$ cat config.mk
export PLATFORM = sky130hd
export DESIGN_NAME = pc_fetch_unit_flat
export DESIGN_NICKNAME = d
export VERILOG_FILES = /design/src/rtl/pc_fetch_unit_pkg.sv /design/src/rtl/pc_fetch_unit_if.sv /design/src/rtl/pc_fetch_unit_next_pc_sel.sv /design/src/rtl/pc_fetch_unit.sv /design/src/flat_wrapper.sv
export SDC_FILE = /design/constraint.sdc
export NUM_CORES = 1
export LEC_CHECK = 0
export CELL_PAD_IN_SITES_DETAIL_PLACEMENT = 2
export CELL_PAD_IN_SITES_GLOBAL_PLACEMENT = 2
export CORE_ASPECT_RATIO = 1.25
export CORE_UTILIZATION = 20
export DETAILED_ROUTE_END_ITERATION = 6
export PLACE_DENSITY = 0.84
export SYNTH_ARGS = -nofsm -noshare
export SYNTH_HDL_FRONTEND = slang
export SYNTH_SLANG_ARGS = --single-unit
$ cat constraint.sdc
create_clock -name clk -period 5.2 [get_ports clk]
set_input_delay 0.78 -clock clk [delete_from_list [all_inputs] [get_ports clk]]
set_output_delay 0.78 -clock clk [all_outputs]
set_load 0.02 [all_outputs]
$ cat src/rtl/pc_fetch_unit_pkg.sv
// ---------------------------------------------------------------------------
// pc_fetch_unit_pkg
// Shared ISA definitions for the fetch stage and the control decoder:
// opcode constants, the default halt word, and the run/halt state encoding.
// ---------------------------------------------------------------------------
package pc_fetch_unit_pkg;

    localparam logic [5:0] OP_RTYPE = 6'h00;
    localparam logic [5:0] OP_JAL   = 6'h03;
    localparam logic [5:0] OP_BEQ   = 6'h04;
    localparam logic [5:0] OP_BNE   = 6'h05;

    localparam logic [31:0] HALT_WORD = 32'hFFFF_FFFF;

    typedef enum logic [1:0] {
        ST_IDLE = 2'd0,
        ST_RUN  = 2'd1,
        ST_HALT = 2'd2
    } fetch_state_e;

    // beq redirects on equal operands, bne on unequal ones.
    function automatic logic branch_taken(input logic [5:0] op, input logic zero);
        return ((op == OP_BEQ) && zero) || ((op == OP_BNE) && !zero);
    endfunction

endpackage

$ cat src/rtl/pc_fetch_unit_if.sv
// ---------------------------------------------------------------------------
// pc_fetch_unit_if
// Bus between the fetch stage, instruction memory and the decode/execute side.
//   master (fetch unit): drives imem_addr, opCode, funct, jtarget, link_addr;
//                        receives instr_in, Branch, Jump, PcSrc, zero,
//                        imm_ext, rs_data.
//   slave  (memory/decoder/datapath): the reverse.
// ---------------------------------------------------------------------------
interface pc_fetch_unit_if #(
    parameter int PC_W = 8
);
    logic [PC_W-1:0] imem_addr;
    logic [31:0]     instr_in;
    logic [5:0]      opCode;
    logic [5:0]      funct;
    logic [25:0]     jtarget;
    logic [31:0]     link_addr;
    logic            Branch;
    logic            Jump;
    logic            PcSrc;
    logic            zero;
    logic [31:0]     imm_ext;
    logic [31:0]     rs_data;

    modport master (
        output imem_addr, opCode, funct, jtarget, link_addr,
        input  instr_in, Branch, Jump, PcSrc, zero, imm_ext, rs_data
    );

    modport slave (
        input  imem_addr, opCode, funct, jtarget, link_addr,
        output instr_in, Branch, Jump, PcSrc, zero, imm_ext, rs_data
    );
endinterface

$ cat src/rtl/pc_fetch_unit_next_pc_sel.sv
// ---------------------------------------------------------------------------
// pc_fetch_unit_next_pc_sel
// Combinational next-PC selection. Priority: jal target, jr register target,
// taken branch (PC+1+imm), sequential PC+1. All sums wrap modulo 2^PC_W.
//   pc, opcode, branch, jump, pcsrc, zero : current PC and control
//   imm_ext, rs_data                      : 32-bit operands (low PC_W bits used)
//   jtarget_lo                            : jump target already cut to PC_W
//   next_pc                               : selected next PC
// ---------------------------------------------------------------------------
module pc_fetch_unit_next_pc_sel
    import pc_fetch_unit_pkg::*;
#(
    parameter int PC_W = 8
) (
    input  logic [PC_W-1:0] pc,
    input  logic [5:0]      opcode,
    input  logic            branch,
    input  logic            jump,
    input  logic            pcsrc,
    input  logic            zero,
    input  logic [31:0]     imm_ext,
    input  logic [31:0]     rs_data,
    input  logic [PC_W-1:0] jtarget_lo,
    output logic [PC_W-1:0] next_pc
);
    logic [PC_W-1:0] pc_seq;
    logic [PC_W-1:0] pc_br;

    // Upper operand bits fall outside the word-address space.
    logic unused_hi;
    assign unused_hi = ^{imm_ext[31:PC_W], rs_data[31:PC_W]};

    assign pc_seq = pc + {{(PC_W-1){1'b0}}, 1'b1};
    assign pc_br  = pc_seq + imm_ext[PC_W-1:0];

    always_comb begin
        next_pc = pc_seq;
        if (pcsrc && jump) begin
            next_pc = jtarget_lo;
        end else if (pcsrc) begin
            next_pc = rs_data[PC_W-1:0];
        end else if (branch && branch_taken(opcode, zero)) begin
            next_pc = pc_br;
        end
    end
endmodule

$ cat src/rtl/pc_fetch_unit.sv
// ---------------------------------------------------------------------------
// pc_fetch_unit
// PC register, instruction fetch addressing and run/halt sequencing for the
// single-cycle core.
//   clk, rst      : clock, synchronous active-high reset
//   start         : pulse that leaves IDLE
//   stall         : freezes PC, counter and state for the cycle while running
//   bus (master)  : imem address/data, decoded fields, redirect controls,
//                   jal link address
//   running       : state is RUN
//   halted        : state is HALT (sticky until reset)
//   retired       : retired-instruction count (wraps at 2^32)
// The bus interface must be instantiated with the same PC_W as this module.
// ---------------------------------------------------------------------------
module pc_fetch_unit
    import pc_fetch_unit_pkg::*;
#(
    parameter int              PC_W       = 8,
    parameter logic [PC_W-1:0] RESET_PC   = '0,
    parameter logic [31:0]     HALT_INSTR = HALT_WORD
) (
    input  logic               clk,
    input  logic               rst,
    input  logic               start,
    input  logic               stall,
    pc_fetch_unit_if.master    bus,
    output logic               running,
    output logic               halted,
    output logic [31:0]        retired
);
    fetch_state_e    state;
    logic [PC_W-1:0] pc;
    logic [PC_W-1:0] pc_inc;
    logic [PC_W-1:0] next_pc;

    assign bus.imem_addr = pc;
    assign bus.opCode    = bus.instr_in[31:26];
    assign bus.funct     = bus.instr_in[5:0];
    assign bus.jtarget   = bus.instr_in[25:0];

    assign pc_inc        = pc + {{(PC_W-1){1'b0}}, 1'b1};
    assign bus.link_addr = {{(32-PC_W){1'b0}}, pc_inc};

    pc_fetch_unit_next_pc_sel #(
        .PC_W(PC_W)
    ) u_next_pc_sel (
        .pc         (pc),
        .opcode     (bus.instr_in[31:26]),
        .branch     (bus.Branch),
        .jump       (bus.Jump),
        .pcsrc      (bus.PcSrc),
        .zero       (bus.zero),
        .imm_ext    (bus.imm_ext),
        .rs_data    (bus.rs_data),
        .jtarget_lo (bus.instr_in[PC_W-1:0]),
        .next_pc    (next_pc)
    );

    // running/halted are registered alongside the state they decode.
    always_ff @(posedge clk) begin
        if (rst) begin
            state   <= ST_IDLE;
            pc      <= RESET_PC;
            retired <= '0;
            running <= 1'b0;
            halted  <= 1'b0;
        end else begin
            case (state)
                ST_IDLE: begin
                    if (start) begin
                        state   <= ST_RUN;
                        running <= 1'b1;
                    end
                end
                ST_RUN: begin
                    if (!stall) begin
                        // The halt word is not retired and the PC stays on it.
                        if (bus.instr_in == HALT_INSTR) begin
                            state   <= ST_HALT;
                            running <= 1'b0;
                            halted  <= 1'b1;
                        end else begin
                            pc      <= next_pc;
                            retired <= retired + 32'd1;
                        end
                    end
                end
                ST_HALT: begin
                end
                default: begin
                    state   <= ST_IDLE;
                    running <= 1'b0;
                    halted  <= 1'b0;
                end
            endcase
        end
    end
endmodule

$ cat src/flat_wrapper.sv
// flat-port wrapper written by rule: the top's interface ports become plain ports
module pc_fetch_unit_flat import pc_fetch_unit_pkg::*;
#(
    parameter int              PC_W       = 8,
    parameter logic [PC_W-1:0] RESET_PC   = '0,
    parameter logic [31:0]     HALT_INSTR = HALT_WORD
)
  (clk, rst, start, stall, running, halted, retired, bus_imem_addr, bus_opCode, bus_funct, bus_jtarget, bus_link_addr, bus_instr_in, bus_Branch, bus_Jump, bus_PcSrc, bus_zero, bus_imm_ext, bus_rs_data);
  pc_fetch_unit_if #(.PC_W(PC_W)) bus_i ();
  input  logic clk;
  input  logic rst;
  input  logic start;
  input  logic stall;
  output logic running;
  output logic halted;
  output logic [31:0] retired;
  output wire logic [$bits(bus_i.imem_addr)-1:0] bus_imem_addr;
  output wire logic [$bits(bus_i.opCode)-1:0] bus_opCode;
  output wire logic [$bits(bus_i.funct)-1:0] bus_funct;
  output wire logic [$bits(bus_i.jtarget)-1:0] bus_jtarget;
  output wire logic [$bits(bus_i.link_addr)-1:0] bus_link_addr;
  input wire logic [$bits(bus_i.instr_in)-1:0] bus_instr_in;
  input wire logic [$bits(bus_i.Branch)-1:0] bus_Branch;
  input wire logic [$bits(bus_i.Jump)-1:0] bus_Jump;
  input wire logic [$bits(bus_i.PcSrc)-1:0] bus_PcSrc;
  input wire logic [$bits(bus_i.zero)-1:0] bus_zero;
  input wire logic [$bits(bus_i.imm_ext)-1:0] bus_imm_ext;
  input wire logic [$bits(bus_i.rs_data)-1:0] bus_rs_data;
  assign bus_imem_addr = bus_i.imem_addr;
  assign bus_opCode = bus_i.opCode;
  assign bus_funct = bus_i.funct;
  assign bus_jtarget = bus_i.jtarget;
  assign bus_link_addr = bus_i.link_addr;
  assign bus_i.instr_in = bus_instr_in;
  assign bus_i.Branch = bus_Branch;
  assign bus_i.Jump = bus_Jump;
  assign bus_i.PcSrc = bus_PcSrc;
  assign bus_i.zero = bus_zero;
  assign bus_i.imm_ext = bus_imm_ext;
  assign bus_i.rs_data = bus_rs_data;
  pc_fetch_unit #(.PC_W(PC_W), .RESET_PC(RESET_PC), .HALT_INSTR(HALT_INSTR)) u_core (.clk(clk), .rst(rst), .start(start), .stall(stall), .bus(bus_i), .running(running), .halted(halted), .retired(retired));
endmodule
* After elaboration in Yosys (flattened, before gate mapping)
Cells that the tools add are included.
Storage, ports and cells: flip-flop bits (word level) 44, word-level logic and storage cells 45
Operators by class: add/subtract/negate cells 3, eq/ne operators 8, multiplexer cells 14, bitwise gates (word level) 4, reduce and logical (&&, ||, !) cells 11
Operators with widths (number):
- adder 32 x 1 -> 32 bit (second input constant) | 1
- == test 32 bit (second input constant) | 1
- two-way mux 8 bit | 3
- == test 6 x 3 -> 1 bit (second input constant) | 2
- adder 8 x 1 -> 8 bit (second input constant) | 1
- adder 8 bit | 1
- two-way mux 2 bit | 3
- one-hot mux 2 bit (3 select lines) | 1
- AND reduction 3 bit | 2
- two-way mux 1 bit | 5
- logical AND 1 bit | 4
- != test 2 bit (second input constant) | 2
- NOT 1 bit | 4
- AND reduction 4 bit | 1
- one-hot mux 1 bit (3 select lines) | 1
- == test 2 x 1 -> 1 bit (second input constant) | 1
- == test 2 bit (second input constant) | 1
- zero test 2 bit | 1
- != test 2 x 1 -> 1 bit (second input constant) | 1
- one-hot mux 1 bit (2 select lines) | 1
- OR reduction 2 bit | 1
- zero test 1 bit | 1
- logical OR 1 bit | 1

* Depth between registers and ports, before layout
Gate-level depths: netlist of run 1.
depth after elaboration 7, gate-level depth with buffers 10, mapped depth without buffers 10

* Hierarchy
Synthesis of run 1 repeated with hierarchy kept, for this count alone.
Second synthesis, totals: cells, all modules 419, area total of the unflattened synthesis 3694.8 µm²
By module, submodules not included:
- pc_fetch_unit | instances 1, cells each 321, area an instance 2874.0 µm², sequential area each 860.8 µm²
- pc_fetch_unit_next_pc_sel | instances 1, cells each 98, area an instance 820.8 µm², sequential area each 0.0 µm²

* Worst setup path before layout of run 1
Ideal clock, no wire load.
path type reg-to-reg, from register u_core.pc[0] (netlist: u_core.bus.imem_addr[0]), to register u_core.pc[3] (netlist: u_core.bus.imem_addr[3]), data arrival time 2.654 ns, required time 5.130 ns, setup slack 2.476 ns, cell stages (with the launch flop) 9, path buffers 0, clock period less this slack 2.724 ns, path through dfxtp_1 > ha_1 > xor2_1 > ha_1 > o21ai_0 > nor2_1 > or3_1 > a221o_1 > a21oi_1
Between the ends: cells in the longest elaborated chain, start to end 5
RTL lines:
- start, declared | RTL line pc_fetch_unit.sv:32 | logic [PC_W-1:0] pc;
- start signal, assigned | RTL line pc_fetch_unit.sv:83 | pc <= next_pc;
- adder 8 x 1 -> 8 bit
- named net bus_link_addr[2] | RTL line flat_wrapper.sv:21 | output wire logic [$bits(bus_i.link_addr)-1:0] bus_link_addr;
- adder 8 bit | RTL line pc_fetch_unit_next_pc_sel.sv:34 | assign pc_br = pc_seq + imm_ext[PC_W-1:0];
- two-way mux 8 bit | RTL line pc_fetch_unit_next_pc_sel.sv:42 | end else if (branch && branch_taken(opcode, zero)) begin
- two-way mux 8 bit | RTL line pc_fetch_unit_next_pc_sel.sv:40 | end else if (pcsrc) begin
- two-way mux 8 bit | RTL line pc_fetch_unit_next_pc_sel.sv:38 | if (pcsrc && jump) begin
The timed path passes the listed nets, and every way through them passes these cells. A chain may end at the register's enable or synchronous reset.

* Worst setup path after layout of run 1
from input bus_instr_in[3], to register u_core.retired[4]
Between the ends: cells in the longest elaborated chain, start to end 3
RTL lines:
- start, declared | RTL line flat_wrapper.sv:22 | input wire logic [$bits(bus_i.instr_in)-1:0] bus_instr_in;
- == test 32 bit | RTL line pc_fetch_unit.sv:78 | if (bus.instr_in == HALT_INSTR) begin
- NOT 1 bit (no line)
- AND reduction 3 bit (no line)
- end signal, assigned | RTL line pc_fetch_unit.sv:84 | retired <= retired + 32'd1;
- end, declared | RTL line pc_fetch_unit.sv:29 | output logic [31:0] retired
No other way between the ends.

==> impl_metrics.py, run 1 <==
metrics = {
    "routing": {
        "drc": 0,
        "vias": 3322,
        "detail-route-antenna-nets": 0,
        "avgViaCountPerCell": 4.69,
        "wirelength_um": 12100,
        "drt-initial-drc-count": 107,
        "routedWlPerCell_um": 17.1,
        "dr.pass1.iters": 4,
    },
    "clock_tree": {
        "clockRootBuffer": "clkbuf_16",
        "cts_max_level": 2,
        "cts_setup_buffers": 0,
        "insertion_delay_ps": 290,
        "clockBufferDepth": 2,
        "cts_resized": 0,
        "cts_buffers": 5,
        "cts_tree": "yes",
        "cts_hold_buf": 0,
        "cts.sinks": 43,
        "clk_transition_reported_paths_ps": 60,
    },
    "sta": {
        "rsz0062_at_grt": "no",
        "slew_headroom": 0.347,
        "setup_viol": 0,
        "fin_setup_tns_ps": 0,
        "final-hold-violation-count": 0,
        "max_freq_mhz": 328,
        "report.final.slew_viol_count": 0,
        "worst_slew_pin_slew_ps": 973,
        "period_share": 0.587,
        "clock_skew_ps": 4.41,
        "period_needed_ps": 3050,
    },
    "setup_path": {
        "required_ps": 5420,
        "critPathCaptureType": "register",
        "critPathMaxStageDelay_ps": 790,
        "crit_type": "input port to register",
        "r2r_cells": 10,
        "slowest_stage": "o21ai_1",
        "worstSetupStartpointType": "input port",
        "reg2reg_setup_slack_ps": 2380,
        "critPathArrivalTime_ps": 3270,
        "reg2reg_from": "u_core.bus.imem_addr[0]",
        "crit_fanout": 12,
        "crit_chain": "clkdlybuf4s50_1 -> nand4_1 -> or4_1 -> o21ai_1 -> o21ai_0 -> a21oi_1",
        "worstReg2RegEnd": "u_core.bus.imem_addr[7]",
    },
    "synthesis": {
        "yosys-top-cells-count": "buf_4, dfxtp_1, a21oi_1",
        "synth_area_leaders": "dfxtp_1, buf_4, a21oi_1",
        "yosys.area.top_type": "dfxtp_1",
        "ys_seq_area_frac": 0.266,
        "syn_area_sq_um": 3240,
        "ys.flop_type": "dfxtp_1",
        "ys_warn_count": 0,
        "synthArstFlopShare": 0,
        "yosysMostFrequentCell": "buf_4",
        "synth_enable_flop_cells": 0,
        "yosysTopAreaCellShare": 0.266,
        "synth_cell_types": 56,
        "syn_inst": 398,
        "syn_area_per_cell_sq_um": 8.15,
        "synth-seq-cells": 43,
    },
    "place": {
        "placed_cell_area_sq_um": 4500,
        "portBuffers": 143,
        "dp_hpwl_um": 9720,
        "routabilityCongestion": 0.798,
        "place_inst": 701,
    },
    "floorplan": {
        "io_pins": 216,
        "die_area_sq_um": 16700,
        "fp.dieW_um": 116,
        "die_h_um": 144,
        "core_sq_um": 15700,
        "initial_core_util": 0.207,
        "rows": 51,
    },
    "global_routing": {
        "antenna_found_initial": 0,
        "top_usage_layer": "met2",
        "grtUsageMet3": 0.0226,
        "grt_overflow_total": 0,
        "grt_util_all_layers": 0.148,
        "grt_max_degree": 43,
        "grt_pass1_vias": 3696,
        "gr-usage-met2": 0.297,
        "use_met1": 0.156,
        "grt_pass1_wl_um": 19100,
    },
    "worst_hold_path": {
        "min_path_type": "register to register",
        "min_from": "u_core.retired[31]",
        "hold_path_end": "u_core.retired[31]",
        "min_path_cells": 2,
    },
    "cells_and_area": {
        "fin_nets": 611,
        "fin_area_sq_um": 4660,
        "final.fill_count": 1828,
        "utilization": 0.297,
        "fin_cells": 708,
        "num_antenna_cells": 0,
        "drive_above_1_share": 0.0444,
        "multi_input_area_sq_um": 1880,
        "area_delta_synth_final_pct": 43.7,
        "seq_area_sq_um": 861,
    },
    "power_and_ir_drop": {
        "clockPowerShare": 0.385,
        "leakage_nw": 1.57,
        "p_per_area_nw_per_um2": 195,
        "p_comb_frac": 0.240,
        "p_int_mw": 0.660,
        "total_power_mw": 0.909,
        "p_sw_frac": 0.274,
        "peakVddDrop_uv": 102,
        "pwr-share-seq": 0.375,
        "switchingPower_mw": 0.249,
    },
    "run": {
        "drv_cap": 0,
    },
    "run_status": {
        "outcome": "completed",
    },
}
## metrics by stage
| stage | setup slack [ps] | hold slack (ps) |
|---|---|---|
| after floorplan | 2480 | 517 |
| after global placement | 1830 | 460 |
| after detailed placement | 1790 | 478 |
| after CTS | 2060 | 490 |
| after global routing | 1990 | 525 |
| final | 2150 | 482 |
## power by group through the flow
| stage | Sequential (mW) | Clock, mW | Combinational (mW) |
|---|---|---|---|
| 3_5_place_dp | 0.348 | 0 | 0.219 |
| 5_1_grt | 0.341 | 0.378 | 0.234 |
| 4_1_cts | 0.341 | 0.362 | 0.221 |
| 2_1_floorplan | 0.351 | 0 | 0.134 |
| 3_3_place_gp | 0.347 | 0 | 0.213 |
| 6_report | 0.341 | 0.350 | 0.219 |
## state kept, by name, summed over array words and instances (netlist names)
signal                count
u_core.state              1
u_core.running            1
u_core.retired           32
u_core.halted             1
u_core.bus.imem_addr      8
## worst max-delay path by stage
stage,cells after the start,slack (ps),end,start
after global placement,6,1830,u_core.retired[4],bus_instr_in[4]
after floorplan,8,2480,u_core.bus.imem_addr[3],u_core.bus.imem_addr[0]
after global routing,6,1990,u_core.retired[4],bus_instr_in[3]
after detailed placement,6,1790,u_core.retired[4],bus_instr_in[3]
final,6,2150,u_core.retired[4],bus_instr_in[3]
after CTS,6,2060,u_core.retired[4],bus_instr_in[5]
## cell families after synthesis
| group | after synthesis | share of synthesized area |
|---|---|---|
| XOR/XNOR | 12 | 0.0324 |
| flip-flops | 43 | 0.266 |
| multiplexers | 13 | 0.0413 |
| other | 1 | 0.00116 |
| AND/OR/NAND/NOR | 126 | 0.223 |
| adder cells (fa/ha/maj) | 11 | 0.0448 |
| AO/OA/AOI/OAI | 104 | 0.211 |
| buffers and inverters | 88 | 0.180 |
## cells in the final DEF, fill, tap and decap left out, types with 4 or more instances in the layout
master	n
dfxtp_1	43
nor2_1	17
nand4_1	13
inv_1	10
conb_1	24
a21oi_1	39
clkdlybuf4s50_1	143
nand3_1	18
xor2_1	6
a211oi_1	5
mux2i_1	10
ha_1	10
o21ai_0	12
xnor2_1	6
nand2_1	28
or3_1	8
or4_1	19
clkbuf_16	5
o211ai_1	4
a21o_1	5
o31ai_1	17
## area by class of cell
| type | instances | share of cell area |
|---|---|---|
| tap | 212 | 0.0569 |
| clock inverter | 1 | 0.00644 |
| multi-input combinational | 290 | 0.404 |
| inverter | 10 | 0.00806 |
| sequential | 43 | 0.185 |
| clock buffer | 6 | 0.0277 |
| timing repair buffer | 146 | 0.312 |
## critical path, delay by kind of cell
family,cells,cell delay [ps]
AO/OA/AOI/OAI,3,1150
buffers and inverters,1,540
AND/OR/NAND/NOR,2,800
## metal layers
metal	routed length (um)	vias to the layer above	part of all wire
li1	-	1589	-
met1	4700	1619	0.39
met2	6750	100	0.56
met3	467	14	0.039
met4	182	0	0.015
met5	0	-	0
(Power assumes the default switching activity.)
==> run 2, diff against run 1 <==
--- a/config.mk
+++ b/config.mk
@@ -8,9 +8,9 @@
 export CELL_PAD_IN_SITES_DETAIL_PLACEMENT = 2
 export CELL_PAD_IN_SITES_GLOBAL_PLACEMENT = 2
 export CORE_ASPECT_RATIO = 1.25
-export CORE_UTILIZATION = 20
+export CORE_UTILIZATION = 19
 export DETAILED_ROUTE_END_ITERATION = 6
-export PLACE_DENSITY = 0.84
+export PLACE_DENSITY = 0.81
 export SYNTH_ARGS = -nofsm -noshare
 export SYNTH_HDL_FRONTEND = slang
 export SYNTH_SLANG_ARGS = --single-unit
==> constraint.sdc (replaced) <==
create_clock -name clk -period 3 [get_ports clk]
set_input_delay 0.45 -clock clk [delete_from_list [all_inputs] [get_ports clk]]
set_output_delay 0.45 -clock clk [all_outputs]
set_load 0.02 [all_outputs]
==> impl_metrics.py, run 2 (same netlist as run 1, synthesis figures left out) <==
metrics = {
    "global_routing": {
        "antenna_found_initial": 0,
        "grt_pass1_wl_um": 19500,
        "grt_overflow_total": 0,
        "grt_pass1_vias": 3759,
        "grt_util_all_layers": 0.139,
        "grt_max_degree": 35,
    },
    "setup_path": {
        "worstSetupStartpointType": "register",
        "critPathCaptureType": "register",
        "worstReg2RegEnd": "u_core.bus.imem_addr[3]",
        "crit_fanout": 5,
        "r2r_cells": 8,
        "critPathArrivalTime_ps": 2950,
        "crit_type": "register to register",
        "reg2reg_from": "u_core.bus.imem_addr[1]",
        "reg2reg_setup_slack_ps": 260,
        "required_ps": 3210,
    },
    "place": {
        "placed_cell_area_sq_um": 4600,
        "dp_hpwl_um": 9830,
        "routabilityCongestion": 0.777,
        "place_inst": 719,
        "portBuffers": 143,
    },
    "cells_and_area": {
        "drive_above_1_share": 0.0671,
        "fin_cells": 727,
        "fin_area_sq_um": 4770,
        "area_delta_synth_final_pct": 47.2,
        "final.fill_count": 1913,
        "top_register": "u_core.retired",
        "final_common_cell": "clkdlybuf4s50_1",
        "largest_reg_flops": 32,
        "num_antenna_cells": 0,
        "fin_nets": 621,
        "final_cell_mix": "clkdlybuf4s50_1, dfxtp_1, a21oi_1",
    },
    "power_and_ir_drop": {
        "leakage_nw": 1.63,
        "p_per_area_nw_per_um2": 340,
        "peakVddDrop_uv": 257,
    },
    "floorplan": {
        "rows": 53,
        "io_pins": 216,
        "die_area_sq_um": 17600,
        "fp.dieW_um": 119,
        "core_sq_um": 16800,
        "die_h_um": 148,
        "initial_core_util": 0.193,
    },
    "sta": {
        "final-hold-violation-count": 0,
        "clock_skew_ps": 8.48,
        "max_freq_mhz": 365,
        "rsz0062_at_grt": "no",
        "period_share": 0.913,
        "worst_slew_pin_slew_ps": 738,
        "setup_viol": 0,
        "slew_headroom": 0.508,
        "period_needed_ps": 2740,
        "report.final.slew_viol_count": 0,
        "whs_ps": 477,
        "fin_setup_tns_ps": 0,
    },
    "clock_tree": {
        "cts_resized": 0,
        "clk_transition_reported_paths_ps": 60,
        "clockRootBuffer": "clkbuf_16",
        "cts_tree": "yes",
        "cts_max_level": 2,
        "cts_buffers": 5,
        "clockBufferDepth": 2,
        "insertion_delay_ps": 290,
        "cts.sinks": 43,
        "cts_hold_buf": 0,
        "cts_setup_buffers": 0,
    },
    "routing": {
        "avgViaCountPerCell": 4.64,
        "dr.pass1.iters": 4,
        "routedWlPerCell_um": 16.6,
        "vias": 3376,
        "drc": 0,
        "drt-initial-drc-count": 113,
        "wirelength_um": 12000,
        "detail-route-antenna-nets": 0,
    },
    "run_status": {
        "outcome": "completed",
    },
    "worst_hold_path": {
        "min_from": "u_core.halted",
        "min_path_type": "register to register",
        "min_path_cells": 2,
        "hold_path_end": "u_core.halted",
    },
    "run": {
        "drv_cap": 0,
    },
}
==> run 2: cell types whose count changed in the layout (fill, tap and decap cells not counted), sizes merged <==
cell	change
buf	+10
clkinv	+1
==> run 2: area by class of cell <==
type	count	area [sq um]	area share
clock buffer	6	139	0.0291
clock inverter	2	35.0	0.00734
inverter	10	37.5	0.00787
multi-input combinational	290	1880	0.395
sequential	43	861	0.180
tap	220	275	0.0577
timing repair buffer	156	1540	0.323
==> run 2: metrics by stage <==
step / worst slack, ps / power (mW) / utilization
floorplan: 276 / 0.840 / -
global placement: 276 / 0.978 / 0.274
detailed placement: 201 / 0.990 / 0.274
CTS: 281 / 1.65 / 0.284
global route: 100 / 1.69 / 0.284
finish: 261 / 1.62 / 0.284
==> run 2: how the worst max path moves through the flow <==
stage	from	end	slack (ps)	cells after the start
2_1_floorplan	u_core.bus.imem_addr[0]	u_core.bus.imem_addr[3]	280	8
3_3_place_gp	bus_imm_ext[0]	u_core.bus.imem_addr[6]	280	8
3_5_place_dp	bus_imm_ext[0]	u_core.bus.imem_addr[6]	200	8
4_1_cts	u_core.bus.imem_addr[1]	u_core.bus.imem_addr[7]	280	10
5_1_grt	u_core.bus.imem_addr[1]	u_core.bus.imem_addr[7]	100	10
6_report	u_core.bus.imem_addr[1]	u_core.bus.imem_addr[3]	260	8
==> run 2: report_power, final <==
group / switching (mW) / internal [mW]
clock: 0.232 / 0.414
sequential: 0.0108 / 0.578
combinational: 0.203 / 0.183
total: 0.445 / 1.18
==> run 2: metal layers <==
layer	vias to the layer above	track usage	share of wire
met2	100	0.284	0.57
met3	12	0.0204	0.037
met1	1651	0.146	0.39
met5	-	0	0
met4	0	0.0278	0.011
li1	1613	-	-
==> run 2: worst max-delay path, stage by stage (launching register included) <==
cell and delay, ps:
dfxtp_1 450, ha_1 300, xor2_1 260, ha_1 340, o21ai_0 350, nor2_1 120
or3_1 370, a221o_1 320, a21oi_1 140
==> run 3, diff against run 2 <==
--- a/config.mk
+++ b/config.mk
@@ -5,12 +5,15 @@
 export SDC_FILE = /design/constraint.sdc
 export NUM_CORES = 1
 export LEC_CHECK = 0
+export ABC_AREA = 1
 export CELL_PAD_IN_SITES_DETAIL_PLACEMENT = 2
 export CELL_PAD_IN_SITES_GLOBAL_PLACEMENT = 2
 export CORE_ASPECT_RATIO = 1.25
-export CORE_UTILIZATION = 19
+export CORE_MARGIN = 2
+export CORE_UTILIZATION = 18
 export DETAILED_ROUTE_END_ITERATION = 6
-export PLACE_DENSITY = 0.81
+export PLACE_DENSITY = 0.79
+export SKIP_LAST_GASP = 1
 export SYNTH_ARGS = -nofsm -noshare
 export SYNTH_HDL_FRONTEND = slang
 export SYNTH_SLANG_ARGS = --single-unit
==> impl_metrics.py, run 3 <==
metrics = {
    "power_and_ir_drop": {
        "switchingPower_mw": 0.471,
        "clockPowerShare": 0.345,
        "p_sw_frac": 0.300,
        "p_int_mw": 1.10,
        "peakVddDrop_uv": 158,
        "p_comb_frac": 0.274,
        "pwr-share-seq": 0.381,
        "leakage_nw": 1.94,
        "p_per_area_nw_per_um2": 306,
    },
    "cells_and_area": {
        "final_cell_mix": "nand2_1, clkdlybuf4s50_1, nor2_1",
        "num_antenna_cells": 0,
        "final_common_cell": "nand2_1",
        "drive_above_1_share": 0.0385,
        "largest_reg_flops": 32,
        "fin_nets": 791,
        "fin_area_sq_um": 5130,
        "area_delta_synth_final_pct": 41.4,
        "top_register": "u_core.retired",
    },
    "sta": {
        "clock_skew_ps": 4.92,
        "period_needed_ps": 2600,
        "final-hold-violation-count": 0,
        "fin_ws_ps": 397,
        "period_share": 0.868,
        "worst_slew_pin_slew_ps": 640,
        "rsz0062_at_grt": "no",
        "fin_setup_tns_ps": 0,
        "max_freq_mhz": 384,
        "report.final.slew_viol_count": 0,
        "whs_ps": 448,
        "setup_viol": 0,
        "slew_headroom": 0.571,
    },
    "global_routing": {
        "grt_max_degree": 41,
        "grt_pass1_vias": 4079,
        "grt_pass1_wl_um": 21300,
        "grt_util_all_layers": 0.127,
        "antenna_found_initial": 0,
        "grt_overflow_total": 0,
    },
    "clock_tree": {
        "cts_tree": "yes",
        "cts_setup_buffers": 0,
        "clk_transition_reported_paths_ps": 60,
        "cts_resized": 0,
        "cts.sinks": 43,
        "cts_max_level": 2,
        "clockBufferDepth": 2,
        "cts_hold_buf": 0,
        "clockRootBuffer": "clkbuf_16",
        "insertion_delay_ps": 280,
        "cts_buffers": 5,
    },
    "place": {
        "post-place-ws_ps": 432,
        "dp_hpwl_um": 11500,
        "placed_cell_area_sq_um": 4990,
        "portBuffers": 143,
        "routabilityCongestion": 0.791,
    },
    "floorplan": {
        "initial_core_util": 0.182,
        "core_sq_um": 20000,
        "io_pins": 216,
        "die_area_sq_um": 21300,
        "fp.dieW_um": 131,
        "die_h_um": 163,
        "rows": 58,
    },
    "routing": {
        "vias": 3951,
        "drc": 0,
        "drt-initial-drc-count": 103,
        "wirelength_um": 13800,
        "detail-route-antenna-nets": 0,
        "routedWlPerCell_um": 14.6,
        "dr.pass1.iters": 4,
        "avgViaCountPerCell": 4.18,
    },
    "synthesis": {
        "syn_area_per_cell_sq_um": 6.29,
        "syn_inst": 577,
        "syn_area_sq_um": 3630,
        "ys_warn_count": 0,
        "synthArstFlopShare": 0,
        "synth_enable_flop_cells": 0,
        "synth_area_leaders": "dfxtp_1, nand2_1, buf_4",
        "yosysMostFrequentCell": "nand2_1",
        "synth_cell_types": 34,
        "synth-seq-cells": 43,
        "yosys.area.top_type": "dfxtp_1",
        "yosys-top-cells-count": "nand2_1, buf_4, nor2_1",
        "ys.flop_type": "dfxtp_1",
        "ys_seq_area_frac": 0.237,
        "yosysTopAreaCellShare": 0.237,
    },
    "setup_path": {
        "critPathCaptureType": "output pin",
        "critPathArrivalTime_ps": 2150,
        "required_ps": 2550,
        "critPathMaxStageDelay_ps": 630,
        "slowest_stage": "clkdlybuf4s50_1",
        "reg2reg_setup_slack_ps": 560,
        "crit_chain": "inv_1 -> nor2_1 -> nand3_1 -> nand2_1 -> nand2_1 -> inv_1 -> clkdlybuf4s50_1",
        "crit_fanout": 5,
        "crit_type": "register to output pin",
        "worstSetupStartpointType": "register",
    },
    "run_status": {
        "outcome": "completed",
    },
    "worst_hold_path": {
        "min_path_type": "register to register",
    },
    "run": {
        "drv_cap": 0,
    },
}
## run 3: worst paths after layout
| path | from | depth (start not counted) | to |
|---|---|---|---|
| min | u_core.halted | 2 | u_core.halted |
| max | u_core.bus.imem_addr[0] | 7 | bus_link_addr[5] |
| min reg2reg | u_core.halted | 2 | u_core.halted |
| max reg2reg | u_core.bus.imem_addr[0] | 12 | u_core.bus.imem_addr[6] |
## run 3: area by class of cell
type	count	area (sq um)
Clock inverter	1	5.00
Inverter	46	173
Timing Repair Buffer	146	1470
Clock buffer	6	139
Tap cell	270	338
Fill cell	2407	14800
Sequential cell	43	861
Multi-Input combinational cell	434	2150
## run 3: worst max-delay path, delay by kind of cell (launching register included)
| family | cells | cell delay (ps) |
|---|---|---|
| and+or+nand+nor | 4 | 570 |
| DFF | 1 | 410 |
| buffers and inverters | 3 | 890 |
## run 3: cell families after synthesis
group                      after synthesis  share of synthesized area
and+or+nand+nor                        296                      0.349
buffers and inverters                  123                      0.194
AOI/OAI and AO/OA                       73                      0.106
adders and majority gates               11                     0.0400
other                                    1                    0.00103
DFF                                     43                      0.237
xor gates and xnor gates                30                     0.0724
## run 3: per-layer routing
metal / vias up / wire [um] / GRT usage
li1: 1944 / - / -
met1: 1892 / 5610 / 0.144
met2: 104 / 7190 / 0.239
met3: 11 / 859 / 0.0253
met4: 0 / 183 / 0.0276
met5: - / 0 / 0
## run 3: power groups by stage
stage | logic, mW | clock network (mW) | registers, mW
6_report | 0.429 | 0.542 | 0.597
5_1_grt | 0.470 | 0.594 | 0.599
2_1_floorplan | 0.265 | 0 | 0.616
3_3_place_gp | 0.427 | 0 | 0.610
4_1_cts | 0.437 | 0.570 | 0.597
3_5_place_dp | 0.437 | 0 | 0.610
## run 3: metrics by stage
step,instances,utilization,power (mW)
5_1_grt,946,0.257,1.66
3_5_place_dp,939,0.250,1.05
6_report,946,0.257,1.57
4_1_cts,946,0.257,1.60
2_1_floorplan,600,-,0.880
3_3_place_gp,939,0.250,1.04
